File: src/rtl/tmr_apb_mc.sv
// Multi-channel APB timer: ch_n channels sharing one prescaler, each in one-shot, periodic,
// PWM or input-capture mode. Capture logic is present only when TMR_APB_MC_CAP_EN is defined.
module tmr_apb_mc #(
  parameter int unsigned tmr_w = 16,
  parameter int unsigned ch_n  = 4,
  parameter int unsigned psc_w = 8
) (
  input  logic            pclk,
  input  logic            preset,
  input  logic [7:0]      paddr,
  output logic [31:0]     prdata,
  input  logic [31:0]     pwdata,
  input  logic            psel,
  input  logic            penable,
  input  logic            pwrite,
  output logic            pready,
  output logic            pslverr,
  output logic            irq,
  input  logic [ch_n-1:0] tmr_in,
  output logic [ch_n-1:0] tmr_out
);

  localparam int unsigned IrqW = 2 * ch_n;
  localparam logic [1:0] ModeOneShot  = 2'b00;
  localparam logic [1:0] ModePeriodic = 2'b01;
  localparam logic [1:0] ModePwm      = 2'b10;
  localparam logic [1:0] ModeCapture  = 2'b11;

`ifdef TMR_APB_MC_CAP_EN
  localparam logic [IrqW-1:0] IrqMask = '1;
`else
  // Capture status/enable bits (odd positions) do not exist in this build.
  localparam logic [IrqW-1:0] IrqMask = {ch_n{2'b01}};
`endif

  logic            we;
  logic [3:0]      blk;
  logic [1:0]      wsel;
  logic            glb_sel;
  logic            mapped;
  logic            any_en;
  logic            tick;
  logic [IrqW-1:0] w1c;

  logic [IrqW-1:0]  irq_st_q, irq_st_d;
  logic [IrqW-1:0]  irq_en_q, irq_en_d;
  logic [IrqW-1:0]  irq_set;
  logic [psc_w-1:0] psc_q, psc_d;
  logic [psc_w-1:0] psc_cnt_q, psc_cnt_d;
  logic [ch_n-1:0]  en_q, en_d;
  logic [ch_n-1:0]  out_q, out_d;
  logic [ch_n-1:0]  wrap;
  logic [ch_n-1:0]  ch_we;
  logic [ch_n-1:0]  cap_edge;
  logic [1:0]       mode_q [ch_n];
  logic [1:0]       mode_d [ch_n];
  logic [1:0]       mode_eff [ch_n];
  logic [tmr_w-1:0] cnt_q [ch_n];
  logic [tmr_w-1:0] cnt_d [ch_n];
  logic [tmr_w-1:0] top_q [ch_n];
  logic [tmr_w-1:0] top_d [ch_n];
  logic [tmr_w-1:0] cmp_q [ch_n];
  logic [tmr_w-1:0] cmp_d [ch_n];
  logic             irq_q;
  logic             unused_bits;

  assign we      = psel & pwrite & penable;
  assign blk     = paddr[7:4];
  assign wsel    = paddr[3:2];
  assign glb_sel = (blk == 4'd0);
  assign mapped  = (32'(blk) <= ch_n);
  assign pready  = penable;
  assign pslverr = psel & penable & ~mapped;
  assign irq     = irq_q;
  assign tmr_out = out_q;

  assign any_en = |en_q;
  assign tick   = any_en && (psc_cnt_q == psc_q);
  assign w1c    = (we && glb_sel && (wsel == 2'd0)) ? pwdata[IrqW-1:0] : '0;

  function automatic logic [1:0] eff_mode(input logic [1:0] m);
`ifdef TMR_APB_MC_CAP_EN
    return m;
`else
    return (m == ModeCapture) ? ModePeriodic : m;
`endif
  endfunction

`ifdef TMR_APB_MC_CAP_EN
  logic [ch_n-1:0] sync0_q, sync1_q, prev_q;

  always_ff @(posedge pclk or posedge preset) begin
    if (preset) begin
      sync0_q <= '0;
      sync1_q <= '0;
      prev_q  <= '0;
    end else begin
      sync0_q <= tmr_in;
      sync1_q <= sync0_q;
      prev_q  <= sync1_q;
    end
  end

  assign cap_edge    = sync1_q & ~prev_q;
  assign unused_bits = ^{paddr[1:0], pwdata};
`else
  assign cap_edge    = '0;
  assign unused_bits = ^{paddr[1:0], pwdata, tmr_in};
`endif

  always_comb begin
    for (int unsigned c = 0; c < ch_n; c++) begin
      mode_eff[c] = eff_mode(mode_q[c]);
      ch_we[c]    = we && (32'(blk) == c + 1);
    end
  end

  always_comb begin
    psc_d     = psc_q;
    psc_cnt_d = psc_cnt_q;
    irq_en_d  = irq_en_q;
    irq_set   = '0;
    en_d      = en_q;
    out_d     = out_q;
    wrap      = '0;
    for (int unsigned c = 0; c < ch_n; c++) begin
      mode_d[c] = mode_q[c];
      cnt_d[c]  = cnt_q[c];
      top_d[c]  = top_q[c];
      cmp_d[c]  = cmp_q[c];
    end

    // Prescaler parks at 0 whenever no channel is enabled.
    if (!any_en || tick) begin
      psc_cnt_d = '0;
    end else begin
      psc_cnt_d = psc_cnt_q + psc_w'(1);
    end
    if (we && glb_sel && (wsel == 2'd2)) begin
      psc_d     = pwdata[psc_w-1:0];
      psc_cnt_d = '0;
    end
    if (we && glb_sel && (wsel == 2'd1)) begin
      irq_en_d = pwdata[IrqW-1:0] & IrqMask;
    end

    for (int unsigned c = 0; c < ch_n; c++) begin
      if (tick && en_q[c]) begin
        if (cnt_q[c] == top_q[c]) begin
          wrap[c]      = 1'b1;
          cnt_d[c]     = '0;
          irq_set[2*c] = 1'b1;
          if (mode_eff[c] == ModeOneShot) begin
            en_d[c] = 1'b0;
          end
        end else begin
          cnt_d[c] = cnt_q[c] + tmr_w'(1);
        end
      end

      // Capture takes CNT before this cycle's increment.
      if (cap_edge[c] && en_q[c] && (mode_eff[c] == ModeCapture)) begin
        cmp_d[c]         = cnt_q[c];
        irq_set[2*c + 1] = 1'b1;
      end

      // Software writes override same-cycle hardware updates.
      if (ch_we[c]) begin
        unique case (wsel)
          2'd0: begin
            en_d[c]   = pwdata[0];
            mode_d[c] = pwdata[2:1];
          end
          2'd1:    cnt_d[c] = pwdata[tmr_w-1:0];
          2'd2:    top_d[c] = pwdata[tmr_w-1:0];
          default: cmp_d[c] = pwdata[tmr_w-1:0];
        endcase
      end

      if (en_q[c]) begin
        unique case (mode_eff[c])
          ModeOneShot, ModePeriodic: begin
            if (wrap[c]) begin
              out_d[c] = ~out_q[c];
            end
          end
          ModePwm: begin
            if (tick) begin
              out_d[c] = (cnt_d[c] < cmp_d[c]);
            end
          end
          default: out_d[c] = 1'b0;
        endcase
      end
    end
  end

  // Hardware set wins over a same-cycle write-1-to-clear.
  assign irq_st_d = (irq_st_q & ~w1c) | (irq_set & IrqMask);

  always_comb begin
    prdata = '0;
    if (glb_sel) begin
      unique case (wsel)
        2'd0:    prdata = 32'(irq_st_q);
        2'd1:    prdata = 32'(irq_en_q);
        2'd2:    prdata = 32'(psc_q);
        default: prdata = '0;
      endcase
    end
    for (int unsigned c = 0; c < ch_n; c++) begin
      if (32'(blk) == c + 1) begin
        unique case (wsel)
          2'd0:    prdata = {29'd0, mode_q[c], en_q[c]};
          2'd1:    prdata = 32'(cnt_q[c]);
          2'd2:    prdata = 32'(top_q[c]);
          default: prdata = 32'(cmp_q[c]);
        endcase
      end
    end
  end

  always_ff @(posedge pclk or posedge preset) begin
    if (preset) begin
      irq_st_q  <= '0;
      irq_en_q  <= '0;
      psc_q     <= '0;
      psc_cnt_q <= '0;
      en_q      <= '0;
      out_q     <= '0;
      irq_q     <= 1'b0;
      for (int unsigned c = 0; c < ch_n; c++) begin
        mode_q[c] <= '0;
        cnt_q[c]  <= '0;
        top_q[c]  <= '0;
        cmp_q[c]  <= '0;
      end
    end else begin
      irq_st_q  <= irq_st_d;
      irq_en_q  <= irq_en_d;
      psc_q     <= psc_d;
      psc_cnt_q <= psc_cnt_d;
      en_q      <= en_d;
      out_q     <= out_d;
      irq_q     <= |(irq_st_q & irq_en_q);
      for (int unsigned c = 0; c < ch_n; c++) begin
        mode_q[c] <= mode_d[c];
        cnt_q[c]  <= cnt_d[c];
        top_q[c]  <= top_d[c];
        cmp_q[c]  <= cmp_d[c];
      end
    end
  end

endmodule

File: config.mk
export PLATFORM = sky130hd
export DESIGN_NAME = tmr_apb_mc
export DESIGN_NICKNAME = d
export VERILOG_FILES = /design/src/rtl/tmr_apb_mc.sv
export SDC_FILE = /design/constraint.sdc
export NUM_CORES = 1
export LEC_CHECK = 0
export ABC_AREA = 0
export CAP_MARGIN = 40
export CORE_MARGIN = 1.5
export CORE_UTILIZATION = 62
export DETAILED_ROUTE_END_ITERATION = 7
export GPL_ROUTABILITY_DRIVEN = 0
export PLACE_DENSITY = 0.88
export SETUP_SLACK_MARGIN = 0.05
export SLEW_MARGIN = 20
export SYNTH_ARGS = -nofsm -noshare
export SYNTH_HDL_FRONTEND = slang
export SYNTH_SLANG_ARGS = --single-unit
File: constraint.sdc
create_clock -name pclk -period 24.7 [get_ports pclk]
set_input_delay 4.94 -clock pclk [delete_from_list [all_inputs] [get_ports pclk]]
set_output_delay 4.94 -clock pclk [all_outputs]
set_load 0.03 [all_outputs]
==> reports/results.ini, run 1 <==
[status]
outcome=completed

[cells_and_area]
final_util_pct=70.2
final_common_cell=dfrtp_1
stdcell_area_sq_um=16600
final_cell_mix=237 x dfrtp_1, 177 x mux2_2, 106 x nand2_1, 86 x xnor2_1, 85 x o21ai_0
fillers=1626
drive_gt1_share_pct=18.4
instances_no_fill=1854
multi_input_area_sq_um=8320
final_nets=1628
areaGrowthSynthToFinish_pct=10.7
ff_latch_area_sq_um=5930

[logic_synthesis]
syn_area_per_cell_sq_um=9.98
synthFlopType=dfrtp_1
synth_top_family_by_area=multiplexers
synth_mux_area_share_pct=17.1
synth_compound_area_share_pct=12.1
synth-seq-cells=237
synth_cell_type_count=65
synth-simple-area-share_pct=13.1
yosys.area_share.adder_pct=5.43
synth_xor_area_share_pct=7.43
synth_area_sq_um=15000
yosysWarnings=0
ys_seq_area_share_pct=39.6
synth_cells=1501
synth_edf_count=0
synth-async-reset-ratio_pct=100

[clock_tree]
path_clk_slew_ns=0.06
clock_path_buffers=3
h-tree-depth=1
cts_setup_buffers=0
ctsResizeCount=0
cts_sinks=237
numCtsBuffers=27
postCtsHoldBufs=0
cts_tree=done
insertion_delay_ns=0.56
cts_root_buf=clkbuf_16

[global_route]
grt_max_degree=88
grt_usage_pct=37.4
grt_pass1_vias=12630
grt_antenna_before_repair=0
grt_pass1_wl_mm=71.0
grt_overflow=0

[placed_design]
dp_cells=1800
placed_area_sq_um=15700
dp_hpwl_mm=31.2
dp_slack_ns=11.56
io_buffers=49

[timing]
period_needed_ns=13.40
finalCritPeriodShare_pct=54.2
finalClockSkew_ns=0.0138
fin_ws_ns=11.30
slew_viol_final=0
rsz0062_at_grt=no
hold_viol=0
slew_headroom_pct=40.6
tns_ns=0
setup_violations=0
worstMarginPinSlew_ns=0.888
timing.fmax_mhz=74.6

[floorplan]
dieArea_sq_um=25100
die-height_um=158
io_pins=88
initial_core_util_pct=63.4
rows=56
coreArea_sq_um=23600
fp.dieW_um=158

[setup_path]
critPathSlowestCell=clkdlybuf4s50_1
critPathMaxStageDelay_ns=0.74
arrival_ns=8.46
cp_max_fo=45
cp.required_ns=19.76
crit_path_start_kind=primary input
cp_cell_sequence=buf_2, buf_4, buf_4, nor2b_1, a211oi_1, a211oi_1, o21ai_0, a21oi_1, clkdlybuf4s50_1
path_class=in2out
cp-end-kind=primary output

[power_and_ir_drop]
p_per_area_nw_per_um2=73.1
vdd_drop_max_mv=0.0604
p_seq_share_pct=40.4
pwr-share-clk_pct=31.8
p_switching_mw=0.430
p_int_mw=0.783
pwr-share-comb_pct=27.7
swShare_pct=35.4
p_leak_nw=7.32

[route]
drtAntennaViolNets=0
route.detailed.drc=0
routed_wl_mm=46.2
via_count=12995
drt-initial-drc-count=2075
firstDrtPassIters=7
drt-wirelength-per-cell_um=24.9
via_per_inst=7.01

[job]
drv_cap=0

[hold_path]
hold_path.class=reg2reg

==> registers in the layout, summed over array words and instances, names as in the netlist <==
| signal | count |
|---|---|
| irq_en_q | 4 |
| tmr_out | 4 |
| cmp_q | 64 |
| irq_st_q | 8 |
| cnt_q | 64 |
| psc_cnt_q | 8 |
| psc_q | 8 |
| mode_q | 8 |
| top_q | 64 |
| en_q | 4 |
| irq | 1 |
==> layer usage <==
metal  vias up  GRT usage (%)  routed length, um
met5         -           1.66                 49
met3       313           10.8               5660
met1      6198           47.0              16900
met2      1031           56.5              20100
met4         2           24.3               3540
li1       5451              -                  -
==> critical path: cells and delay by family <==
family | cells | cell delay (ns)
compound gates | 4 | 0.91
simple gates | 1 | 0.68
buf+inv | 4 | 1.89
==> power by group through the flow <==
stage                     sequential [mW]  combinational (mW)  clock (mW)
after global routing                0.494               0.358       0.406
after global placement              0.489               0.303           0
after detailed placement            0.492               0.317           0
after CTS                           0.486               0.322       0.386
final                               0.490               0.336       0.386
after floorplan                     0.468               0.240           0
==> worst paths after layout <==
check	start	to	slack, ns	cells past startpoint
max	paddr[3]	prdata[4]	11.30	9
max reg2reg	psc_cnt_q[4]$_DFF_PP0_	tmr_out[3]$_DFFE_PP0P_	20.34	13
min	cmp_q[51]$_DFF_PP0_	cmp_q[51]$_DFF_PP0_	0.52	2
min reg2reg	cmp_q[51]$_DFF_PP0_	cmp_q[51]$_DFF_PP0_	0.52	2
max in group asynchronous	preset	cmp_q[57]$_DFF_PP0_	18.57	4
min in group asynchronous	preset	top_q[35]$_DFFE_PP0P_	4.88	2
==> final cells by class <==
| class | instances | share of cell area [%] |
|---|---|---|
| well taps | 319 | 2.41 |
| repair buffers | 83 | 4.84 |
| flip-flops and latches | 237 | 35.8 |
| clock buffers | 39 | 4.77 |
| inverters | 72 | 1.68 |
| clock inverters | 10 | 0.317 |
| multi-input cells | 1093 | 50.2 |
| diodes | 1 | 0.0151 |
==> cell families (layout without fill, tap and decap cells) <==
family	Yosys count	after routing
xor+xnor	127	127
mux	218	218
fa+ha+maj	65	65
simple gates	384	384
flops	237	237
buf+inv	186	204
compound gates	283	283
other cells	1	17
==> cell usage after synthesis (all sizes together) (5+ instances only) <==
cell type    n  area [sq um]
a211oi       8          60.1
a21boi       6          45.0
a21o        12          90.1
a21oi       56           280
a221oi      17           149
a22o         7          61.3
a22oi       42           315
a31oi        5          31.3
and3         9          56.3
and4         7          61.3
buf         37           233
clkbuf      77           289
dfrtp      237          5930
ha          65           813
inv         72           270
mux2       177          1990
mux2i       29           290
mux4        12           270
nand2      106           398
nand2b       8          50.1
nand3       47           235
nand4       36           225
nor2        72           275
nor2b       10          62.6
nor3        38           223
nor3b        6          50.1
nor4        27           184
nor4b        5          43.8
o21ai       85           425
o22ai       17           106
xnor2       86           753
xor2        41           359
==> through the flow <==
stage          hold WS [ns]  power [mW]
6_report              0.519        1.21
5_1_grt               0.540        1.26
4_1_cts               0.519        1.19
3_5_place_dp          0.498       0.809
3_3_place_gp          0.490       0.791
2_1_floorplan         0.466       0.709
(Power assumes the default switching activity.)
==> run 2: changes to the inputs <==
CORE_UTILIZATION = 55   (was 62)
PLACE_DENSITY = 0.82   (was 0.88)
clock period = 12.09 ns   (was 24.7 ns; I/O delays follow)
==> run 2 against run 1 <==
Effect of this change: non-clock buffer count increased by 1; clock skew shrank 0.0033 ns; via count is 4.0% lower; clock power is 120% higher; core utilization down 7.9 points; largest cell class unchanged.
==> reports/results.ini, run 2 (same netlist as run 1, synthesis figures left out) <==
[placed_design]
dp_slack_ns=3.98  ; was 11.56 ns
placed_area_sq_um=15700  ; about the same
io_buffers=49  ; unchanged
dp_cells=1823  ; was 1800
dp_hpwl_mm=30.6  ; was 31.2 mm

[route]
route.detailed.drc=0  ; unchanged
routed_wl_mm=44.8  ; was 46.2 mm
drtAntennaViolNets=0  ; unchanged
drt-wirelength-per-cell_um=23.9  ; was 24.9 um
firstDrtPassIters=6  ; was 7
drt-initial-drc-count=1463  ; was 2075
via_count=12469  ; was 12995
via_per_inst=6.65  ; was 7.01

[clock_tree]
path_clk_slew_ns=0.06  ; about the same
cts_root_buf=clkbuf_16  ; unchanged
clock_path_buffers=3  ; unchanged
insertion_delay_ns=0.54  ; was 0.56 ns
numCtsBuffers=26  ; was 27
cts_sinks=237  ; unchanged
ctsResizeCount=0  ; unchanged
h-tree-depth=1  ; unchanged
postCtsHoldBufs=0  ; unchanged
cts_setup_buffers=0  ; unchanged
cts_tree=done  ; unchanged

[cells_and_area]
stdcell_area_sq_um=16700  ; was 16600 sq um
final_util_pct=62.3  ; was 70.2%
instances_no_fill=1874  ; was 1854
areaGrowthSynthToFinish_pct=11.5  ; was 10.7%
drive_gt1_share_pct=18.3  ; was 18.4%
antennaDiodeCount=0  ; was 1
reg_top3=cmp_q x64, cnt_q x64, top_q x64  ; unchanged
final_cell_mix=237 x dfrtp_1, 177 x mux2_2, 106 x nand2_1, 86 x xnor2_1, 85 x o21ai_0  ; unchanged
final_common_cell=dfrtp_1  ; unchanged
final_nets=1628  ; unchanged

[power_and_ir_drop]
finalPower_mw=2.53  ; was 1.21 mW
pwr-share-clk_pct=34.2  ; was 31.8%
p_per_area_nw_per_um2=152  ; was 73.1 nW/um^2
p_int_mw=1.68  ; was 0.783 mW
swShare_pct=33.7  ; was 35.4%
p_seq_share_pct=39.4  ; was 40.4%
p_leak_nw=7.36  ; was 7.32 nW
p_switching_mw=0.852  ; was 0.430 mW
pwr-share-comb_pct=26.4  ; was 27.7%
vdd_drop_max_mv=0.106  ; was 0.0604 mV

[timing]
rsz0062_at_grt=no  ; unchanged
setup_violations=0  ; unchanged
hold_viol=0  ; unchanged
slew_viol_final=0  ; unchanged
slew_headroom_pct=42.1  ; was 40.6%
finalCritPeriodShare_pct=68.9
tns_ns=0  ; unchanged
timing.fmax_mhz=120
timing.hold.ws_ns=0.513  ; was 0.519 ns
fin_ws_ns=3.76  ; was 11.30 ns
finalClockSkew_ns=0.0104  ; was 0.0138 ns
period_needed_ns=8.33
worstMarginPinSlew_ns=0.866  ; was 0.888 ns

[floorplan]
dieArea_sq_um=28200  ; was 25100 sq um
io_pins=88  ; unchanged
initial_core_util_pct=55.9  ; was 63.4%
die-height_um=168  ; was 158 um
rows=60  ; was 56
fp.dieW_um=168  ; was 158 um
coreArea_sq_um=26800  ; was 23600 sq um

[global_route]
grt_pass1_wl_mm=70.3  ; was 71.0 mm
grt_usage_pct=32.1  ; was 37.4%
grt_overflow=0  ; unchanged
grt_max_degree=101  ; was 88
grt_pass1_vias=12353  ; was 12630
grt_antenna_before_repair=0  ; unchanged

[setup_path]
cp.required_ns=9.67  ; was 19.76 ns
worst_path_most_repeated_cell=a211oi_1
cp-end-kind=primary output  ; unchanged
cp_cell_sequence=buf_2, buf_4, nor2b_1, a211oi_1, a211oi_1, o21ai_0, a21oi_1, clkdlybuf4s50_1  ; was buf_2, buf_4, buf_4, nor2b_1, a211oi_1, a211oi_1, o21ai_0, a21oi_1, clkdlybuf4s50_1
cp_max_fo=63  ; was 45
critPathMaxStageDelay_ns=0.79  ; was 0.74 ns
critPathSlowestCell=buf_4  ; was clkdlybuf4s50_1
crit_path_start_kind=primary input  ; unchanged
path_class=in2out  ; unchanged
arrival_ns=5.91  ; was 8.46 ns

[hold_path]
hold_path.class=reg2reg  ; unchanged

[job]
drv_cap=0  ; unchanged

[status]
outcome=completed  ; unchanged

-- run 2: cell types whose count changed in the layout (fill, tap and decap cells not counted) --
cell | previous run | this run
buf_16 | 1 | 2
diode_2 | 1 | 0
clkinvlp_4 | 1 | 0
clkinv_2 | 9 | 6
buf_6 | 4 | 3
clkbuf_1 | 5 | 6
clkbuf_8 | 7 | 3
buf_2 | 3 | 4
bufinv_16 | 0 | 5
-- run 2: worst max-delay path, delay by kind of cell --
family	cells	cell delay, ns
compound gates	4	0.89
buf+inv	3	1.98
simple gates	1	0.59
-- run 2: layout make-up --
class                   instances  area (sq um)
well taps                     341           427
multi-input cells            1093          8320
flip-flops and latches        237          5930
clock buffers                  36           739
fillers                      2076         10100
repair buffers                 84           825
clock inverters                11           180
inverters                      72           278
-- run 2: final timing paths --
kind | startpoint | end | slack (ns) | depth (start not counted)
worst max-delay path | paddr[3] | prdata[4] | 3.76 | 8
worst min-delay path | cmp_q[5]$_DFF_PP0_ | cmp_q[5]$_DFF_PP0_ | 0.51 | 2
worst max register to register | psc_q[4]$_DFFE_PP0P_ | tmr_out[3]$_DFFE_PP0P_ | 7.86 | 13
worst min register to register | cmp_q[5]$_DFF_PP0_ | cmp_q[5]$_DFF_PP0_ | 0.51 | 2
max in group asynchronous | preset | top_q[26]$_DFFE_PP0P_ | 8.59 | 4
min in group asynchronous | preset | top_q[34]$_DFFE_PP0P_ | 2.41 | 2
-- run 2: power by group through the flow --
| stage | clock, mW | combinational (mW) | sequential [mW] |
|---|---|---|---|
| after floorplan | 0 | 0.491 | 0.957 |
| after global placement | 0 | 0.622 | 0.999 |
| after detailed placement | 0 | 0.640 | 1.00 |
| after CTS | 0.868 | 0.648 | 0.991 |
| after global routing | 0.908 | 0.723 | 1.01 |
| final | 0.866 | 0.667 | 0.998 |
-- run 2: metal layers --
layer  share of wire, %  GRT usage [%]
met3                 10           7.95
met4                6.1           17.1
met5                  0              0
met1                 39           41.6
met2                 45           49.7
